### src/rtl/aui_pkg.sv
// Shared constants, FSM state type and frame-quota helper for the 1.6T AUI TX chain.
package aui_pkg;

    localparam int BITS_BLOCK       = 257;
    localparam int BLOCKS_PER_FRAME = 40;
    localparam int AM_MAPPED_WIDTH  = BITS_BLOCK * BLOCKS_PER_FRAME;
    localparam int LANE_WIDTH       = 10;

    typedef enum logic [1:0] {
        IDLE = 2'd0,
        RUN  = 2'd1,
        WAIT = 2'd2
    } seq_state_t;

    // Blocks accepted per frame across both flows; AM frames lose am_slots per flow.
    function automatic int quota(input logic am, input int bpf, input int am_slots);
        return am ? 2 * (bpf - am_slots) : 2 * bpf;
    endfunction

endpackage

### src/rtl/aui_tx_sequencer_if.sv
// Control/status bundle between the TX sequencer and the block source / back end.
interface aui_tx_sequencer_if #(
    parameter int IDX_W = 2
);
    logic             i_start;
    logic             i_stop;
    logic             i_src_valid;
    logic             i_rs_ready;
    logic             o_src_ready;
    logic             o_flow_sel;
    logic             o_pair_valid;
    logic             o_frame_valid;
    logic             o_am_frame;
    logic [IDX_W-1:0] o_frame_idx;
    logic             o_busy;
    logic             o_ovf_err;

    // master: the sequencer itself; slave: the surrounding datapath driving requests
    modport master (
        input  i_start, i_stop, i_src_valid, i_rs_ready,
        output o_src_ready, o_flow_sel, o_pair_valid, o_frame_valid,
               o_am_frame, o_frame_idx, o_busy, o_ovf_err
    );

    modport slave (
        output i_start, i_stop, i_src_valid, i_rs_ready,
        input  o_src_ready, o_flow_sel, o_pair_valid, o_frame_valid,
               o_am_frame, o_frame_idx, o_busy, o_ovf_err
    );
endinterface

### src/rtl/aui_frame_counter.sv
// Block/flow/frame bookkeeping: counts accepts, alternates flows, wraps the AM period
// and produces the registered pair and frame pulses.
module aui_frame_counter #(
    parameter int BLOCKS_PER_FRAME = 40,
    parameter int AM_SLOTS         = 2,
    parameter int AM_INTERVAL      = 4,
    parameter int IDX_W            = 2,
    parameter int CNT_W            = 7
) (
    input  logic             clk,
    input  logic             rst,
    input  logic             start,
    input  logic             clear,
    input  logic             accept,
    output logic             frame_start,
    output logic             frame_last,
    output logic             flow_sel,
    output logic             pair_valid,
    output logic             frame_valid,
    output logic             am_frame,
    output logic [IDX_W-1:0] frame_idx
);
    import aui_pkg::*;

    localparam logic [CNT_W-1:0] LAST_NORM = CNT_W'(quota(1'b0, BLOCKS_PER_FRAME, AM_SLOTS) - 1);
    localparam logic [CNT_W-1:0] LAST_AM   = CNT_W'(quota(1'b1, BLOCKS_PER_FRAME, AM_SLOTS) - 1);
    localparam logic [IDX_W-1:0] IDX_LAST  = IDX_W'(AM_INTERVAL - 1);

    logic [CNT_W-1:0] blk_cnt;
    logic [IDX_W-1:0] idx_nxt;
    logic             pair_vld_p1;
    logic             frame_vld_p1;

    always_comb begin
        frame_start = (blk_cnt == '0);
        frame_last  = (blk_cnt == (am_frame ? LAST_AM : LAST_NORM));
        idx_nxt     = (frame_idx == IDX_LAST) ? '0 : frame_idx + IDX_W'(1);
    end

    // Stage p1: pulses land one cycle after the accept that completes a pair or frame.
    always_ff @(posedge clk) begin
        if (rst) begin
            blk_cnt      <= '0;
            flow_sel     <= 1'b0;
            frame_idx    <= '0;
            am_frame     <= 1'b0;
            pair_vld_p1  <= 1'b0;
            frame_vld_p1 <= 1'b0;
        end else begin
            pair_vld_p1  <= accept & flow_sel;
            frame_vld_p1 <= accept & frame_last;
            if (clear) begin
                blk_cnt   <= '0;
                flow_sel  <= 1'b0;
                frame_idx <= '0;
                am_frame  <= 1'b0;
            end else if (start) begin
                blk_cnt   <= '0;
                flow_sel  <= 1'b0;
                frame_idx <= '0;
                am_frame  <= 1'b1;
            end else if (accept) begin
                if (frame_last) begin
                    blk_cnt   <= '0;
                    flow_sel  <= 1'b0;
                    frame_idx <= idx_nxt;
                    am_frame  <= (idx_nxt == '0);
                end else begin
                    blk_cnt  <= blk_cnt + CNT_W'(1);
                    flow_sel <= ~flow_sel;
                end
            end
        end
    end

    assign pair_valid  = pair_vld_p1;
    assign frame_valid = frame_vld_p1;

endmodule

### src/rtl/aui_tx_sequencer.sv
// Pacing controller for the AUI TX chain: throttles the block source, waits on the
// RS back end at frame starts, honours stop at frame end and flags source overflow.
module aui_tx_sequencer #(
    parameter int BLOCKS_PER_FRAME = aui_pkg::BLOCKS_PER_FRAME,
    parameter int AM_SLOTS         = 2,
    parameter int AM_INTERVAL      = 4
) (
    input  logic                   clk,
    input  logic                   rst,
    aui_tx_sequencer_if.master     bus
);
    import aui_pkg::*;

    localparam int IDX_W = (AM_INTERVAL > 1) ? $clog2(AM_INTERVAL) : 1;
    localparam int CNT_W = $clog2(2 * BLOCKS_PER_FRAME);

    seq_state_t state;
    seq_state_t state_nxt;
    logic       stop_pend;
    logic       stop_eff;
    logic       frame_start;
    logic       frame_last;
    logic       src_ready;
    logic       busy;
    logic       accept;
    logic       start_now;
    logic       stop_now;
    logic       ovf_err;

    assign stop_eff = stop_pend | bus.i_stop;

    always_ff @(posedge clk) begin
        if (rst) state <= IDLE;
        else     state <= state_nxt;
    end

    always_comb begin
        state_nxt = state;
        case (state)
            IDLE: if (bus.i_start) state_nxt = RUN;
            RUN: begin
                if (accept && frame_last && stop_eff)   state_nxt = IDLE;
                else if (frame_start && !bus.i_rs_ready) state_nxt = WAIT;
            end
            WAIT: begin
                // WAIT is only entered at a frame boundary, so a stop can leave at once
                if (stop_eff)            state_nxt = IDLE;
                else if (bus.i_rs_ready) state_nxt = RUN;
            end
            default: state_nxt = IDLE;
        endcase
    end

    always_comb begin
        busy      = (state != IDLE);
        src_ready = (state == RUN) && !(frame_start && !bus.i_rs_ready);
        accept    = bus.i_src_valid & src_ready;
        start_now = (state == IDLE) & bus.i_start;
        stop_now  = busy && (state_nxt == IDLE);
    end

    always_ff @(posedge clk) begin
        if (rst) begin
            stop_pend <= 1'b0;
            ovf_err   <= 1'b0;
        end else begin
            if (stop_now)
                stop_pend <= 1'b0;
            else if ((busy || start_now) && bus.i_stop)
                stop_pend <= 1'b1;
            if (busy && bus.i_src_valid && !src_ready)
                ovf_err <= 1'b1;
        end
    end

    aui_frame_counter #(
        .BLOCKS_PER_FRAME (BLOCKS_PER_FRAME),
        .AM_SLOTS         (AM_SLOTS),
        .AM_INTERVAL      (AM_INTERVAL),
        .IDX_W            (IDX_W),
        .CNT_W            (CNT_W)
    ) u_frame_counter (
        .clk         (clk),
        .rst         (rst),
        .start       (start_now),
        .clear       (stop_now),
        .accept      (accept),
        .frame_start (frame_start),
        .frame_last  (frame_last),
        .flow_sel    (bus.o_flow_sel),
        .pair_valid  (bus.o_pair_valid),
        .frame_valid (bus.o_frame_valid),
        .am_frame    (bus.o_am_frame),
        .frame_idx   (bus.o_frame_idx)
    );

    assign bus.o_src_ready = src_ready;
    assign bus.o_busy      = busy;
    assign bus.o_ovf_err   = ovf_err;

endmodule

### src/flat_wrapper.sv
// flat-port wrapper written by rule: the top's interface ports become plain ports
module aui_tx_sequencer_flat import aui_pkg::*;
#(
    parameter int BLOCKS_PER_FRAME = aui_pkg::BLOCKS_PER_FRAME,
    parameter int AM_SLOTS         = 2,
    parameter int AM_INTERVAL      = 4
)
  (clk, rst, bus_i_start, bus_i_stop, bus_i_src_valid, bus_i_rs_ready, bus_o_src_ready, bus_o_flow_sel, bus_o_pair_valid, bus_o_frame_valid, bus_o_am_frame, bus_o_frame_idx, bus_o_busy, bus_o_ovf_err);
  aui_tx_sequencer_if #(.IDX_W(2)) bus_i ();
  input  logic clk;
  input  logic rst;
  input wire logic [$bits(bus_i.i_start)-1:0] bus_i_start;
  input wire logic [$bits(bus_i.i_stop)-1:0] bus_i_stop;
  input wire logic [$bits(bus_i.i_src_valid)-1:0] bus_i_src_valid;
  input wire logic [$bits(bus_i.i_rs_ready)-1:0] bus_i_rs_ready;
  output wire logic [$bits(bus_i.o_src_ready)-1:0] bus_o_src_ready;
  output wire logic [$bits(bus_i.o_flow_sel)-1:0] bus_o_flow_sel;
  output wire logic [$bits(bus_i.o_pair_valid)-1:0] bus_o_pair_valid;
  output wire logic [$bits(bus_i.o_frame_valid)-1:0] bus_o_frame_valid;
  output wire logic [$bits(bus_i.o_am_frame)-1:0] bus_o_am_frame;
  output wire logic [$bits(bus_i.o_frame_idx)-1:0] bus_o_frame_idx;
  output wire logic [$bits(bus_i.o_busy)-1:0] bus_o_busy;
  output wire logic [$bits(bus_i.o_ovf_err)-1:0] bus_o_ovf_err;
  assign bus_i.i_start = bus_i_start;
  assign bus_i.i_stop = bus_i_stop;
  assign bus_i.i_src_valid = bus_i_src_valid;
  assign bus_i.i_rs_ready = bus_i_rs_ready;
  assign bus_o_src_ready = bus_i.o_src_ready;
  assign bus_o_flow_sel = bus_i.o_flow_sel;
  assign bus_o_pair_valid = bus_i.o_pair_valid;
  assign bus_o_frame_valid = bus_i.o_frame_valid;
  assign bus_o_am_frame = bus_i.o_am_frame;
  assign bus_o_frame_idx = bus_i.o_frame_idx;
  assign bus_o_busy = bus_i.o_busy;
  assign bus_o_ovf_err = bus_i.o_ovf_err;
  aui_tx_sequencer #(.BLOCKS_PER_FRAME(BLOCKS_PER_FRAME), .AM_SLOTS(AM_SLOTS), .AM_INTERVAL(AM_INTERVAL)) u_core (.clk(clk), .rst(rst), .bus(bus_i));
endmodule
### config.mk
export PLATFORM = sky130hd
export DESIGN_NAME = aui_tx_sequencer_flat
export DESIGN_NICKNAME = d
export VERILOG_FILES = /design/src/rtl/aui_pkg.sv /design/src/rtl/aui_tx_sequencer_if.sv /design/src/rtl/aui_frame_counter.sv /design/src/rtl/aui_tx_sequencer.sv /design/src/flat_wrapper.sv
export SDC_FILE = /design/constraint.sdc
export NUM_CORES = 1
export LEC_CHECK = 0
export ABC_AREA = 1
export CELL_PAD_IN_SITES_DETAIL_PLACEMENT = 0
export CELL_PAD_IN_SITES_GLOBAL_PLACEMENT = 1
export CORE_MARGIN = 4
export CORE_UTILIZATION = 31
export CTS_CLUSTER_DIAMETER = 150
export DETAILED_ROUTE_END_ITERATION = 16
export DONT_BUFFER_PORTS = 1
export HOLD_SLACK_MARGIN = 0.02
export PLACE_DENSITY_LB_ADDON = 0.1
export SLEW_MARGIN = 40
export SYNTH_ARGS = -nofsm -noshare
export SYNTH_HDL_FRONTEND = slang
export SYNTH_SLANG_ARGS = --single-unit
### constraint.sdc
create_clock -name clk -period 3.25 [get_ports clk]
set_input_delay 0 -clock clk [delete_from_list [all_inputs] [get_ports clk]]
set_output_delay 0 -clock clk [all_outputs]
set_load 0.03 [all_outputs]
==> results.cfg <==
[status]
status = complete, no violations

[placed_design]
dp_hpwl_um = 1550
portBuffers = 0
place_congestion = 0.724
placed_area_um2 = 1060
place_ws_ns = 1.58

[sta]
finalHoldViolations = 0
setup_violations = 0
period_share_pct = 56.3
timing.fmax_mhz = 547
maxSlewViolCount = 0
fin_tns_setup_ns = 0
setup_ws_ns = 1.42
final.setup_skew_ns = 0.00203
grt_setup_unrepaired = no
maxSlewHeadroom_pct = 71.2
tightest_slew_ns = 0.431
layout_min_cycle_time_ns = 1.83

[global_routing]
gr-total-overflow = 0
antenna_found_initial = 0
grt_pass1_vias = 803
grt_max_degree = 11
grtUsageTotal_pct = 10.8
grt_pass1_wl_um = 3560

[logic_synthesis]
synthArstFlopShare_pct = 0
yosysTopAreaCell = dfxtp_1
ys_seq_area_share_pct = 33.9
synthTopCellsByArea = dfxtp_1 (34%), nor2_2 (6.8%), inv_1 (6.4%), nand2_1 (6.4%), nor2_1 (5.2%)
syn-num-nets = 136
yosys.area.top_type_share_pct = 33.9
synthFlopType = dfxtp_1
syn_inst = 126
syn_area_um2 = 1000
synth_cell_types = 26
synth-edff-count = 0
synth_warnings = 0
avgSynthCellArea_um2 = 7.97
synth-seq-cells = 17

[critical_path]
reg2reg_to = u_core.u_frame_counter.blk_cnt[4]
cp-startpoint = u_core.state[1]
critPathRequiredTime_ns = 3.49
endpoint = u_core.u_frame_counter.blk_cnt[4]
endpoint_kind = flip-flop
worst-path-max-fanout = 10
crit_arrival_ns = 2.07
setup.worst_path.class = reg2reg
crit_path_start_kind = flip-flop
worstRegToRegCells = 9
r2r_start = u_core.state[1]
ff2ff_setup_slack_ns = 1.42

[route]
vias_per_cell = 4.19
wirelength_um = 2000
first_pass_iters = 4
drt_iter0_markers = 23
remaining_drc_errors = 0
wl_per_cell_um = 11.2
ant_nets = 0
vias = 750

[finish]
antennaDiodeCount = 0
syn2layout_area_growth_pct = 13.1
finalNetCount = 146
final_cell_area_um2 = 1140
final_layout_size_suffix_gt1_share_pct = 25.9
final_cell_mix = inv_1 (17), nand2_1 (17), dfxtp_1 (17), nor2_1 (14), nor2_2 (11)
utilization_pct = 36.9

[min_path]
hold_path.class = in2reg

[floorplan]
die_w_um = 64.9
fp.dieH_um = 64.9
fp-row-count = 20
dieArea_um2 = 4220
num_io_pins = 15
core_um2 = 3080
initial_utilization_pct = 32.6

[run]
cap_violations = 0

[power_and_ir_drop]
p_per_area_nw_per_um2 = 373
leakagePower_uw = 0.000496
ir_drop_uv = 146

[clocking]
path_clk_slew_ns = 0.11
htreeDepth = 1
clock_sinks = 17
cts_buffers = 3
cts_tree = done
root_buffer = clkbuf_4
max-clock-path-buffers = 2
clk_latency_ns = 0.29
worst max-delay path, cell delays in order (launching register included):
cell,delay [ns]
dfxtp_1,0.42
inv_2,0.04
nor2_1,0.13
nand3_1,0.08
dlygate4sd3_1,0.59
a21oi_2,0.18
nor2_2,0.07
nand2_4,0.09
nand2_8,0.09
nor2_2,0.08
logic make-up (layout without fill, tap and decap cells):
group,Yosys count,after routing,synth area share [%]
XOR/XNOR,3,3,2.62
adder cells (fa/ha/maj),4,4,4.98
AND/OR/NAND/NOR,64,64,38.7
buffers and inverters,23,32,8.59
flip-flops,17,17,33.9
AO/OA/AOI/OAI,15,15,11.2
cells in the mapped netlist, types with 2 or more instances:
cell	count
nor3_1	4
nand2_1	17
nand3_2	2
nand3_1	5
ha_1	4
a21oi_1	6
inv_2	6
xor2_1	3
nor2_8	2
inv_1	17
nor2_1	14
o21ai_1	3
nand2_4	4
nor2_2	11
dfxtp_1	17
repair_timing:
action,4_1_cts,5_1_grt
gates resized for setup,0,0
endpoints found under the hold margin,17,0
buffers inserted,0,0
hold buffers,5,0
metrics by stage:
stage / total power [µW] / instances / hold WS [ns]
floorplan: 294 / 126 / 0.0724
global placement: 305 / 170 / 0.0746
detailed placement: 305 / 170 / 0.0752
CTS: 433 / 179 / 0.0287
global route: 445 / 179 / 0.0648
finish: 424 / 179 / 0.0342
registers in the layout (all words and copies together) (netlist names):
name and cells:
u_core.u_frame_counter.am_frame 1, u_core.state 2, u_core.stop_pend 1, u_core.u_frame_counter.pair_valid 1, u_core.u_frame_counter.flow_sel 1, u_core.u_frame_counter.blk_cnt 7
u_core.u_frame_counter.frame_idx 2, u_core.bus.o_ovf_err 1, u_core.u_frame_counter.frame_valid 1
metal layers:
metal	GRT usage [%]	routed length [µm]	vias to the layer above	share of wire [%]
li1	-	-	409	-
met1	12.7	953	335	48
met2	19.0	987	4	49
met3	2.25	42	2	2.1
met4	3.96	15	0	0.75
met5	0	0	-	0
worst min-delay path by stage:
stage                    from                            endpoint  slack [ns]  cells past startpoint
2_1_floorplan             rst                u_core.bus.o_ovf_err        0.07                      1
3_5_place_dp              rst  u_core.u_frame_counter.frame_valid        0.08                      1
5_1_grt                   rst     u_core.u_frame_counter.am_frame        0.06                      3
3_3_place_gp              rst   u_core.u_frame_counter.pair_valid        0.07                      1
6_report       bus_i_rs_ready                     u_core.state[0]        0.03                      4
4_1_cts        bus_i_rs_ready                     u_core.state[0]        0.03                      4
power breakdown:
part	switching (µW)	internal (µW)
registers	13.7	216
logic	51.8	23.8
clock network	71.0	47.7
final cells by class:
| cell class | count | area, µm² |
|---|---|---|
| clock buffer | 4 | 26.3 |
| fill | 339 | 1940 |
| inverter | 23 | 86.3 |
| multi-input combinational | 86 | 578 |
| sequential | 17 | 340 |
| tap | 44 | 55.1 |
| timing repair buffer | 5 | 50.0 |
Power figures use the tool's default switching activity.
